$ cat config.mk
export PLATFORM = sky130hd
export DESIGN_NAME = decode_stage
export DESIGN_NICKNAME = d
export VERILOG_FILES = /design/src/rtl/decode_pkg.sv /design/src/rtl/decode_scoreboard.sv /design/src/rtl/decode_stage.sv
export SDC_FILE = /design/constraint.sdc
export NUM_CORES = 1
export LEC_CHECK = 0
export ABC_AREA = 1
export ABC_CLOCK_PERIOD_IN_PS = 2200
export CAP_MARGIN = 5
export CORE_ASPECT_RATIO = 1.4
export CORE_MARGIN = 2
export CORE_UTILIZATION = 52
export CTS_BUF_LIST = sky130_fd_sc_hd__clkbuf_8
export CTS_CLUSTER_DIAMETER = 50
export DETAILED_ROUTE_END_ITERATION = 16
export PLACE_DENSITY = 0.8
export SETUP_SLACK_MARGIN = 0.5
export SYNTH_ARGS = -nofsm -noshare
export SYNTH_HDL_FRONTEND = slang
export SYNTH_SLANG_ARGS = --single-unit
$ cat constraint.sdc
create_clock -name clk -period 2.2 [get_ports clk]
set_input_delay 0.33 -clock clk [delete_from_list [all_inputs] [get_ports clk]]
set_output_delay 0.33 -clock clk [all_outputs]
set_load 0.01 [all_outputs]
$ cat src/rtl/decode_pkg.sv
// decode_pkg: opcode map, control-word layout and the opcode-to-control
// translation shared by the decode and execute stages.
package decode_pkg;

    localparam int OPW = 7;

    localparam logic [6:0] OP_MOVA = 7'h00;
    localparam logic [6:0] OP_INC  = 7'h01;
    localparam logic [6:0] OP_ADD  = 7'h02;
    localparam logic [6:0] OP_SLT  = 7'h03;
    localparam logic [6:0] OP_SUB  = 7'h05;
    localparam logic [6:0] OP_DEC  = 7'h06;
    localparam logic [6:0] OP_AND  = 7'h08;
    localparam logic [6:0] OP_OR   = 7'h09;
    localparam logic [6:0] OP_XOR  = 7'h0A;
    localparam logic [6:0] OP_NOT  = 7'h0B;
    localparam logic [6:0] OP_MOVB = 7'h0C;
    localparam logic [6:0] OP_SHR  = 7'h0D;
    localparam logic [6:0] OP_SHL  = 7'h0E;
    localparam logic [6:0] OP_LD   = 7'h10;
    localparam logic [6:0] OP_ST   = 7'h20;
    localparam logic [6:0] OP_NOP  = 7'h30;
    localparam logic [6:0] OP_ADI  = 7'h42;
    localparam logic [6:0] OP_SBI  = 7'h45;
    localparam logic [6:0] OP_ANI  = 7'h48;
    localparam logic [6:0] OP_ORI  = 7'h49;
    localparam logic [6:0] OP_XRI  = 7'h4A;
    localparam logic [6:0] OP_LDI  = 7'h4C;
    localparam logic [6:0] OP_BRZ  = 7'h60;
    localparam logic [6:0] OP_BRN  = 7'h61;
    localparam logic [6:0] OP_JMP  = 7'h70;
    localparam logic [6:0] OP_JML  = 7'h72;

    typedef struct packed {
        logic       rw;
        logic [1:0] md;
        logic [1:0] bs;
        logic       ps;
        logic       mw;
        logic [3:0] fs;
        logic       mb;
        logic       ma;
        logic       cs;
    } ctrl_t;

    localparam ctrl_t CTRL_NOP = '{rw: 1'b0, md: 2'b00, bs: 2'b00, ps: 1'b0, mw: 1'b0,
                                   fs: 4'b0000, mb: 1'b0, ma: 1'b0, cs: 1'b0};

    // Control word for an opcode; function select mirrors the low opcode bits.
    function automatic ctrl_t op_to_ctrl(input logic [6:0] op);
        ctrl_t c;
        c    = CTRL_NOP;
        c.fs = op[3:0];
        case (op)
            OP_MOVA, OP_INC, OP_ADD, OP_SLT, OP_SUB, OP_DEC, OP_AND,
            OP_OR, OP_XOR, OP_NOT, OP_MOVB, OP_SHR, OP_SHL: c.rw = 1'b1;
            OP_LD:  begin c.rw = 1'b1; c.md = 2'b01; end
            OP_ST:  c.mw = 1'b1;
            OP_NOP: c = CTRL_NOP;
            OP_ADI, OP_SBI: begin c.rw = 1'b1; c.mb = 1'b1; c.cs = 1'b1; end
            OP_ANI, OP_ORI, OP_XRI, OP_LDI: begin c.rw = 1'b1; c.mb = 1'b1; end
            OP_BRZ: begin c.bs = 2'b01; c.mb = 1'b1; c.cs = 1'b1; end
            OP_BRN: begin c.bs = 2'b01; c.ps = 1'b1; c.mb = 1'b1; c.cs = 1'b1; end
            OP_JMP: c.bs = 2'b10;
            OP_JML: begin c.rw = 1'b1; c.ma = 1'b1; c.bs = 2'b10; end
            default: c = CTRL_NOP;
        endcase
        return c;
    endfunction

    // True when the opcode appears in the table above.
    function automatic logic op_listed(input logic [6:0] op);
        case (op)
            OP_MOVA, OP_INC, OP_ADD, OP_SLT, OP_SUB, OP_DEC, OP_AND, OP_OR,
            OP_XOR, OP_NOT, OP_MOVB, OP_SHR, OP_SHL, OP_LD, OP_ST, OP_NOP,
            OP_ADI, OP_SBI, OP_ANI, OP_ORI, OP_XRI, OP_LDI, OP_BRZ, OP_BRN,
            OP_JMP, OP_JML: return 1'b1;
            default: return 1'b0;
        endcase
    endfunction

    function automatic logic src_uses_a(input logic [6:0] op);
        return !((op == OP_NOP) || (op == OP_MOVB));
    endfunction

    // B is only read as a register when the B-mux is not selecting an immediate.
    function automatic logic src_uses_b(input logic [6:0] op, input logic mb);
        case (op)
            OP_MOVB, OP_ADD, OP_SUB, OP_AND, OP_OR, OP_XOR, OP_ST, OP_SLT: return !mb;
            default: return 1'b0;
        endcase
    endfunction

endpackage

$ cat src/rtl/decode_scoreboard.sv
// decode_scoreboard: shift register of in-flight writeback destinations.
// Entry 0 takes the retiring destination (or a bubble); entries age by one
// position every clock and fall off after HAZ_DEPTH cycles.
module decode_scoreboard
    import decode_pkg::*;
#(
    parameter int RAW       = 5,
    parameter int HAZ_DEPTH = 2
) (
    input  logic           clk,
    input  logic           rst_n,
    input  logic           push_valid,
    input  logic [RAW-1:0] push_addr,
    input  logic [RAW-1:0] src_a,
    input  logic [RAW-1:0] src_b,
    output logic           hit_a,
    output logic           hit_b
);

    logic [HAZ_DEPTH-1:0] v_q;
    logic [HAZ_DEPTH-1:0] v_d;
    logic [RAW-1:0]       addr_q [HAZ_DEPTH];
    logic [RAW-1:0]       addr_d [HAZ_DEPTH];

    // Next entries: register 0 never occupies a slot, older entries shift up.
    always_comb begin
        v_d[0]    = push_valid && (push_addr != {RAW{1'b0}});
        addr_d[0] = push_addr;
        for (int i = 1; i < HAZ_DEPTH; i++) begin
            v_d[i]    = v_q[i-1];
            addr_d[i] = addr_q[i-1];
        end
    end

    // Match the two source fields against every live entry.
    always_comb begin
        hit_a = 1'b0;
        hit_b = 1'b0;
        for (int i = 0; i < HAZ_DEPTH; i++) begin
            hit_a = hit_a | (v_q[i] && (addr_q[i] == src_a));
            hit_b = hit_b | (v_q[i] && (addr_q[i] == src_b));
        end
    end

    // Entry storage; reset empties every slot.
    always_ff @(posedge clk or negedge rst_n) begin
        if (!rst_n) begin
            v_q <= {HAZ_DEPTH{1'b0}};
            for (int i = 0; i < HAZ_DEPTH; i++) begin
                addr_q[i] <= {RAW{1'b0}};
            end
        end else begin
            v_q    <= v_d;
            addr_q <= addr_d;
        end
    end

endmodule

$ cat src/rtl/decode_stage.sv
// decode_stage: splits an instruction into register fields and a control
// word, holds it in a valid/ready output register and interlocks on
// read-after-write hazards against the held word and the scoreboard.
// Build option DECODE_ILLEGAL_TRAP_EN: unlisted opcodes raise `illegal`
// (otherwise they decode silently as NOP and `illegal` stays 0).
module decode_stage
    import decode_pkg::*;
#(
    parameter int IW        = 32,
    parameter int RAW       = 5,
    parameter int HAZ_DEPTH = 2
) (
    input  logic           clk,
    input  logic           rst_n,
    input  logic           in_valid,
    input  logic [IW-1:0]  in_ir,
    output logic           in_ready,
    input  logic           flush,
    output logic           out_valid,
    input  logic           out_ready,
    output logic [RAW-1:0] out_da,
    output logic [RAW-1:0] out_aa,
    output logic [RAW-1:0] out_ba,
    output logic           out_rw,
    output logic [1:0]     out_md,
    output logic [1:0]     out_bs,
    output logic           out_ps,
    output logic           out_mw,
    output logic [3:0]     out_fs,
    output logic           out_mb,
    output logic           out_ma,
    output logic           out_cs,
    output logic [15:0]    stall_cnt,
    output logic           illegal
);

    logic [6:0]     op_s;
    logic [RAW-1:0] da_s, aa_s, ba_s;
    ctrl_t          ctrl_dec_s;
    logic           use_a_s, use_b_s, illegal_dec_s;
    logic           sb_hit_a_s, sb_hit_b_s, blk_a_s, blk_b_s;
    logic           hazard_s, in_ready_s, accept_s, sb_push_s;
    logic [IW-1:0]  unused_ir_s;

    logic           out_valid_q, out_valid_d;
    ctrl_t          ctrl_q, ctrl_d;
    logic [RAW-1:0] da_q, da_d, aa_q, aa_d, ba_q, ba_d;
    logic           illegal_q, illegal_d;
    logic [15:0]    stall_cnt_q, stall_cnt_d;

    // The low instruction bits below BA carry no decode information.
    assign unused_ir_s = in_ir;

    // Field extraction and table lookup for the incoming instruction.
    always_comb begin
        op_s       = in_ir[IW-1 -: 7];
        da_s       = in_ir[IW-8 -: RAW];
        aa_s       = in_ir[IW-8-RAW -: RAW];
        ba_s       = in_ir[IW-8-2*RAW -: RAW];
        ctrl_dec_s = op_to_ctrl(op_s);
        use_a_s    = src_uses_a(op_s);
        use_b_s    = src_uses_b(op_s, ctrl_dec_s.mb);
`ifdef DECODE_ILLEGAL_TRAP_EN
        illegal_dec_s = ~op_listed(op_s);
`else
        illegal_dec_s = 1'b0;
`endif
    end

    // Hazard detection, handshake and scoreboard push.
    always_comb begin
        blk_a_s    = (aa_s != {RAW{1'b0}}) &&
                     (sb_hit_a_s || (out_valid_q && ctrl_q.rw && (da_q == aa_s)));
        blk_b_s    = (ba_s != {RAW{1'b0}}) &&
                     (sb_hit_b_s || (out_valid_q && ctrl_q.rw && (da_q == ba_s)));
        hazard_s   = (use_a_s && blk_a_s) || (use_b_s && blk_b_s);
        in_ready_s = (!out_valid_q || out_ready) && !hazard_s && !flush;
        accept_s   = in_valid && in_ready_s;
        sb_push_s  = out_valid_q && out_ready && ctrl_q.rw && (da_q != {RAW{1'b0}});
    end

    // Output register: flush discards, accept loads, a taken word drains.
    always_comb begin
        out_valid_d = out_valid_q;
        ctrl_d      = ctrl_q;
        da_d        = da_q;
        aa_d        = aa_q;
        ba_d        = ba_q;
        illegal_d   = illegal_q;
        if (flush) begin
            out_valid_d = 1'b0;
        end else if (accept_s) begin
            out_valid_d = 1'b1;
            ctrl_d      = ctrl_dec_s;
            da_d        = da_s;
            aa_d        = aa_s;
            ba_d        = ba_s;
            illegal_d   = illegal_dec_s;
        end else if (out_ready) begin
            out_valid_d = 1'b0;
        end else begin
            out_valid_d = out_valid_q;
        end
    end

    // Saturating count of cycles an offered instruction waited on a hazard.
    always_comb begin
        if (in_valid && hazard_s && !flush && (stall_cnt_q != 16'hFFFF)) begin
            stall_cnt_d = stall_cnt_q + 16'd1;
        end else begin
            stall_cnt_d = stall_cnt_q;
        end
    end

    // State flops for the held decode and the stall counter.
    always_ff @(posedge clk or negedge rst_n) begin
        if (!rst_n) begin
            out_valid_q <= 1'b0;
            ctrl_q      <= CTRL_NOP;
            da_q        <= {RAW{1'b0}};
            aa_q        <= {RAW{1'b0}};
            ba_q        <= {RAW{1'b0}};
            illegal_q   <= 1'b0;
            stall_cnt_q <= 16'd0;
        end else begin
            out_valid_q <= out_valid_d;
            ctrl_q      <= ctrl_d;
            da_q        <= da_d;
            aa_q        <= aa_d;
            ba_q        <= ba_d;
            illegal_q   <= illegal_d;
            stall_cnt_q <= stall_cnt_d;
        end
    end

    decode_scoreboard #(
        .RAW       (RAW),
        .HAZ_DEPTH (HAZ_DEPTH)
    ) u_scoreboard (
        .clk        (clk),
        .rst_n      (rst_n),
        .push_valid (sb_push_s),
        .push_addr  (da_q),
        .src_a      (aa_s),
        .src_b      (ba_s),
        .hit_a      (sb_hit_a_s),
        .hit_b      (sb_hit_b_s)
    );

    assign in_ready  = in_ready_s;
    assign out_valid = out_valid_q;
    assign out_da    = da_q;
    assign out_aa    = aa_q;
    assign out_ba    = ba_q;
    assign out_rw    = ctrl_q.rw;
    assign out_md    = ctrl_q.md;
    assign out_bs    = ctrl_q.bs;
    assign out_ps    = ctrl_q.ps;
    assign out_mw    = ctrl_q.mw;
    assign out_fs    = ctrl_q.fs;
    assign out_mb    = ctrl_q.mb;
    assign out_ma    = ctrl_q.ma;
    assign out_cs    = ctrl_q.cs;
    assign stall_cnt = stall_cnt_q;
    assign illegal   = illegal_q;

endmodule

# Yosys cells after proc, flatten, opt, wreduce, memory -nomap -nowiden
# Index checks and enable logic that the tools add are counted.
dict set report word_totals {
  wordCells 110
  in_bits 37
  reg_bits 58
  out_inout_bits 48
}
dict set report op_classes {
  n_bitwise 3
  n_mux 13
  eq_ne 32
  n_addsub 1
  reduce_logical 44
}
# operator n
set ops {}
lappend ops {{== test 7 bit, second input constant} 10}
lappend ops {{== test 7 x 4 -> 1 bit, second input constant} 7}
lappend ops {{== test 5 bit} 6}
lappend ops {{OR reduction 25 bit} 1}
lappend ops {{logical AND 1 bit} 21}
lappend ops {{OR reduction 21 bit} 1}
lappend ops {{adder 16 x 1 -> 16 bit, second input constant} 1}
lappend ops {{!= test 16 bit, second input constant} 1}
lappend ops {{OR reduction 8 bit} 2}
lappend ops {{nonzero test 5 bit} 3}
lappend ops {{== test 7 x 2 -> 1 bit, second input constant} 2}
lappend ops {{== test 7 x 3 -> 1 bit, second input constant} 2}
lappend ops {{== test 7 x 6 -> 1 bit, second input constant} 2}
lappend ops {{two-way mux 1 bit} 11}
lappend ops {{== test 7 x 1 -> 1 bit, second input constant} 1}
lappend ops {{== test 7 x 5 -> 1 bit, second input constant} 1}
lappend ops {{logical NOT 7 bit} 1}
lappend ops {{logical NOT 1 bit} 5}
lappend ops {{logical OR 1 bit} 5}
lappend ops {{two-way mux 4 bit} 1}
lappend ops {{case mux 2 bit (2 select lines)} 1}
lappend ops {{OR reduction 2 bit} 2}
lappend ops {{OR reduction 4 bit} 1}
lappend ops {{nonzero test 3 bit} 1}
lappend ops {{other kinds (3)} 4}

# Longest topological paths before layout
dict set report depth {
  word_depth 13
  mapped_depth 14
  depth_no_buf 13
}

# Hierarchy
# A second synthesis with hierarchy kept.
dict set report unflattened {
  cells_unflattened 551
  area_unflattened_um2 3659.8
}
# module n_inst area_each_um2 cells_per_inst
set modules_own_cells {}
lappend modules_own_cells {decode_stage 1 2956.6 436}
lappend modules_own_cells {decode_scoreboard 1 703.2 115}

# Worst setup path before layout
# No wires, ideal clock.
dict set report synth_path {
  kind {register to register}
  startpoint {register stall_cnt_q[0], in the netlist stall_cnt[0]}
  endpoint {register stall_cnt_q[11], in the netlist stall_cnt[11]}
  slack_ps 471
  arrival_ps 1612
  setup_ps 116
  stages_incl_launch_ff 14
  n_path_buf 1
  required_time_ps 2084
  path_cell_list {dfrtp_1 -> ha_1 -> nand2_1 -> nor3_2 -> nand2_1 -> nor2_1 -> nand3_1 -> nand3_1 -> inv_1 -> nand2_2 -> inv_2 -> buf_6 -> nand2_1 -> nand2_1}
}
dict set report synth_via {
  elab_chain_len 2
}
# item line
set synth_rtl {}
lappend synth_rtl {{from (decl)} decode_stage.sv:49} ;# logic [15:0] stall_cnt_q, stall_cnt_d;
lappend synth_rtl {{from (signal assigned)} decode_stage.sv:132} ;# stall_cnt_q <= stall_cnt_d;
lappend synth_rtl {{branches (longest 2 deep; another with adder 16 x 1 -> 16 bit)} -}
# Several ways; the timed one is not identified.
# A chain may end at the register's enable or synchronous reset.

# Final worst setup path
dict set report layout_path {
  startpoint {input port in_ir[14]}
  endpoint {output port in_ready}
}
dict set report layout_via {
  elab_chain_len 10
}
# item line
set layout_rtl {}
lappend layout_rtl {{from (decl)} decode_stage.sv:16} ;# input logic [IW-1:0] in_ir,
lappend layout_rtl {{== test 5 bit} decode_scoreboard.sv:41} ;# hit_b = hit_b | (v_q[i] && (addr_q[i] == src_b));
lappend layout_rtl {{logical AND 1 bit} decode_scoreboard.sv:41}
lappend layout_rtl {{OR 1 bit} decode_scoreboard.sv:41}
lappend layout_rtl {{logical OR 1 bit} decode_stage.sv:75} ;# (sb_hit_b_s || (out_valid_q && ctrl_q.rw && (da_q == ba_s)));
lappend layout_rtl {{logical AND 1 bit *} decode_stage.sv:74} ;# blk_b_s = (ba_s != {RAW{1'b0}}) &&
lappend layout_rtl {{logical AND 1 bit *} decode_stage.sv:76} ;# hazard_s = (use_a_s && blk_a_s) || (use_b_s && blk_b_s);
lappend layout_rtl {{logical OR 1 bit *} decode_stage.sv:76}
lappend layout_rtl {{logical NOT 1 bit *} decode_stage.sv:77} ;# in_ready_s = (!out_valid_q || out_ready) && !hazard_s && !flush;
lappend layout_rtl {{logical AND 1 bit * (2 in a row)} decode_stage.sv:77}
lappend layout_rtl {{to (decl)} decode_stage.sv:17} ;# output logic in_ready,
# Mark *: on every way between the ends. The rest lies on a longest branch, timed or not.

==> run metrics <==
Setup crit end kind output port; Overall Global Routing Usage 0.301; final instance area 5350 µm²; Inserted Clock Buffers 9; top_reg_cell synth dfrtp_1; routed wire length per instance around 16 µm; pwr/cell area 563 nW/µm²; core area 6570 µm²; Final Setup Violations 0; Clock transition at path regs 70 ps; via count ~4100; count leader, synth nand2_1; clock sink total 57; WS Path Type in -> out; Post-Route Hold Slack 338 ps; CTS H-tree depth 3; Syn Area/Cell ~6.7 µm²; gpl congestion 1.06; outcome finished, final reports clean; Worst Path Max Fanout 6; Synth area leaders dfrtp_1 40%, nand2_1 25%, nor2_1 5.8%; Root Buffer clkbuf_8; synth unique cells 28; sw frac 0.294; Final Skew 12.9 ps; RSZ-0062 raised after global routing true; Sequential Power Share 0.405; DRT Pass-1 Iters 4; pin count of the biggest net entering global routing 53; register area share after synthesis 0.404; Die Span Y a little over 100 µm; CP max stage delay 330 ps; share of the synthesized area in the top cell type 0.404; grt ovf 0; Clock Power Share 0.358; final wirelength 11800 µm; layout cells sized above 1 0.258; commonest cells in the netlist 238 x nand2_1, 57 x dfrtp_1, 55 x nor2_1; Post-Syn Area 3530 µm²; Initial Utilization 0.538; Initial DRC Count 192; number of global-route vias before repair 3754; Gate power share 0.237; leakage 2.89 nW; final max-slew violation count 0; max cap viols 0; Worst path slowest cell dlygate4sd2_1; top cell type by total area after synthesis dfrtp_1; # IOs 85; DP Area between 4000 and 5000 µm²; Highest Clock Rate between 500 and 600 MHz; Die Area 7480 µm²; TritonCTS clock tree yes; Diodes inserted 0; initial antenna violation count 0; cell count after synthesis approximately 530; Detailed Place HPWL about 7400 µm; Switching Power approximately 0.9 mW; internal power 2.13 mW; Worst EP required between 1500 and 2000 ps; synth warn 0; Util after Layout 0.814; DRT antenna net count 0; final worst-path cycle share 0.902; setup tns final 0 ps; port bufs between 70 and 80; first-pass GRT wire length 17200 µm; drc violations 0; vias per cell 5.40; CP arrival 1650 ps; CP cell instances dlygate4sd2_1 > inv_1 > nand2_1 > nand2_1 > nor2_1 > nand3_1 > nand3_2 > nand3_2 > nand3_4 > inv_2 > buf_6; clock period minus worst slack 1980 ps; maximum vdd drop just over 0.0006 V; number of flops mapped to enable cells by yosys 0; final hold violation count 0; Worst Hold Class in -> async; synthesized flop and latch total between 50 and 60; row cnt 35; nature of the critical path startpoint input pin; worst skew pair latency between 300 and 400 ps; Die W between 70 and 80 µm; Layout area overhead 51.4%; Clock Tree Buf Depth 2; FFs w/ async S/R, synth 1.00; Total Nets Final around 710
## through the flow
step	total power [mW]	worst slack, ps	instances
final	3.01	215	753
after global routing	3.14	125	753
after CTS	2.93	287	736
after detailed placement	1.82	-380	702
after global placement	1.81	-402	702
after floorplan	1.51	539	526
## state kept, by name (all words and copies together), names as in the netlist, 2 cells and up
| signal | flops |
|---|---|
| u_scoreboard.v_q | 2 |
| stall_cnt | 16 |
| out_ba | 5 |
| out_fs | 4 |
| out_aa | 5 |
| u_scoreboard.addr_d | 5 |
| out_bs | 2 |
| out_da | 5 |
| u_scoreboard.addr_q | 5 |
## critical path, delay by kind of cell
family / cells / cell delay, ps
simple gates: 7 / 710
buf+inv: 4 / 600
## worst paths after layout
check	start	end	slack, ps	cells after the start
setup reg to reg	u_scoreboard.addr_q[4]$_DFF_PN0_	stall_cnt[8]$_DFFE_PN0P_	320	14
setup / recovery	in_ir[14]	in_ready	220	11
hold reg to reg	u_scoreboard.v_q[0]$_DFF_PN0_	u_scoreboard.v_q[1]$_DFF_PN0_	440	0
hold / removal	rst_n	stall_cnt[7]$_DFFE_PN0P_	340	2
max in group asynchronous	rst_n	stall_cnt[2]$_DFFE_PN0P_	1320	3
min in group clk	u_scoreboard.v_q[0]$_DFF_PN0_	u_scoreboard.v_q[1]$_DFF_PN0_	440	0
## power groups by stage
stage	combinational (mW)	sequential, mW	clock (mW)
4_1_cts	0.643	1.21	1.08
6_report	0.713	1.22	1.08
5_1_grt	0.780	1.23	1.13
2_1_floorplan	0.276	1.23	0
3_5_place_dp	0.586	1.23	0
3_3_place_gp	0.576	1.23	0
## layer usage
metal	vias to the layer above	global-route usage	wire, µm
met3	57	0.0498	620
met2	210	0.529	6310
met4	0	0.158	631
met1	1898	0.342	4220
li1	1904	-	-
met5	-	0	0
## logic make-up after synthesis
logic type,Yosys count,synth area share
flip-flops,57,0.404
buffers and inverters,74,0.0995
AND/OR/NAND/NOR,345,0.407
XOR/XNOR,15,0.0372
adder cells (fa/ha/maj),1,0.00354
AO/OA/AOI/OAI,32,0.0478
other,1,0.00106
## cells in the final DEF (no fill, tap or decap), types with 5 or more instances in the layout
master,synthesis,final
dfrtp_1,57,41
buf_4,9,61
inv_1,51,43
dlygate4sd2_1,0,16
a21oi_1,11,11
nor2_4,0,5
o21ai_1,8,10
xor2_1,7,7
clkbuf_8,0,10
clkdlybuf4s50_1,0,44
inv_2,7,17
xnor2_1,8,8
nand2_2,4,17
buf_6,5,11
dlymetal6s2s_1,0,7
nor2_1,55,48
dfrtp_2,0,16
nor2_2,4,8
nand2_1,238,222
nand3_2,2,7
o21ai_0,10,6
nor3_1,9,9
nand3_1,24,19
## area by class of cell
| class | instances | area, µm² |
|---|---|---|
| multi-input combinational | 397 | 1940 |
| sequential | 57 | 1450 |
| timing repair buffer | 150 | 1420 |
| fill | 465 | 1220 |
| inverter | 58 | 230 |
| clock buffer | 10 | 138 |
| tap | 74 | 92.6 |
| clock inverter | 6 | 76.3 |
| timing repair inverter | 1 | 8.76 |
## what timing repair did
item	CTS	global route
hold buffers	1	0
pin swaps	12	24
gates resized for setup	52	72
setup buffers	13	14
endpoints found under the setup margin	51	62
cloned	4	3
hold endpoints to repair	5	0
Power figures use the tool's default switching activity.
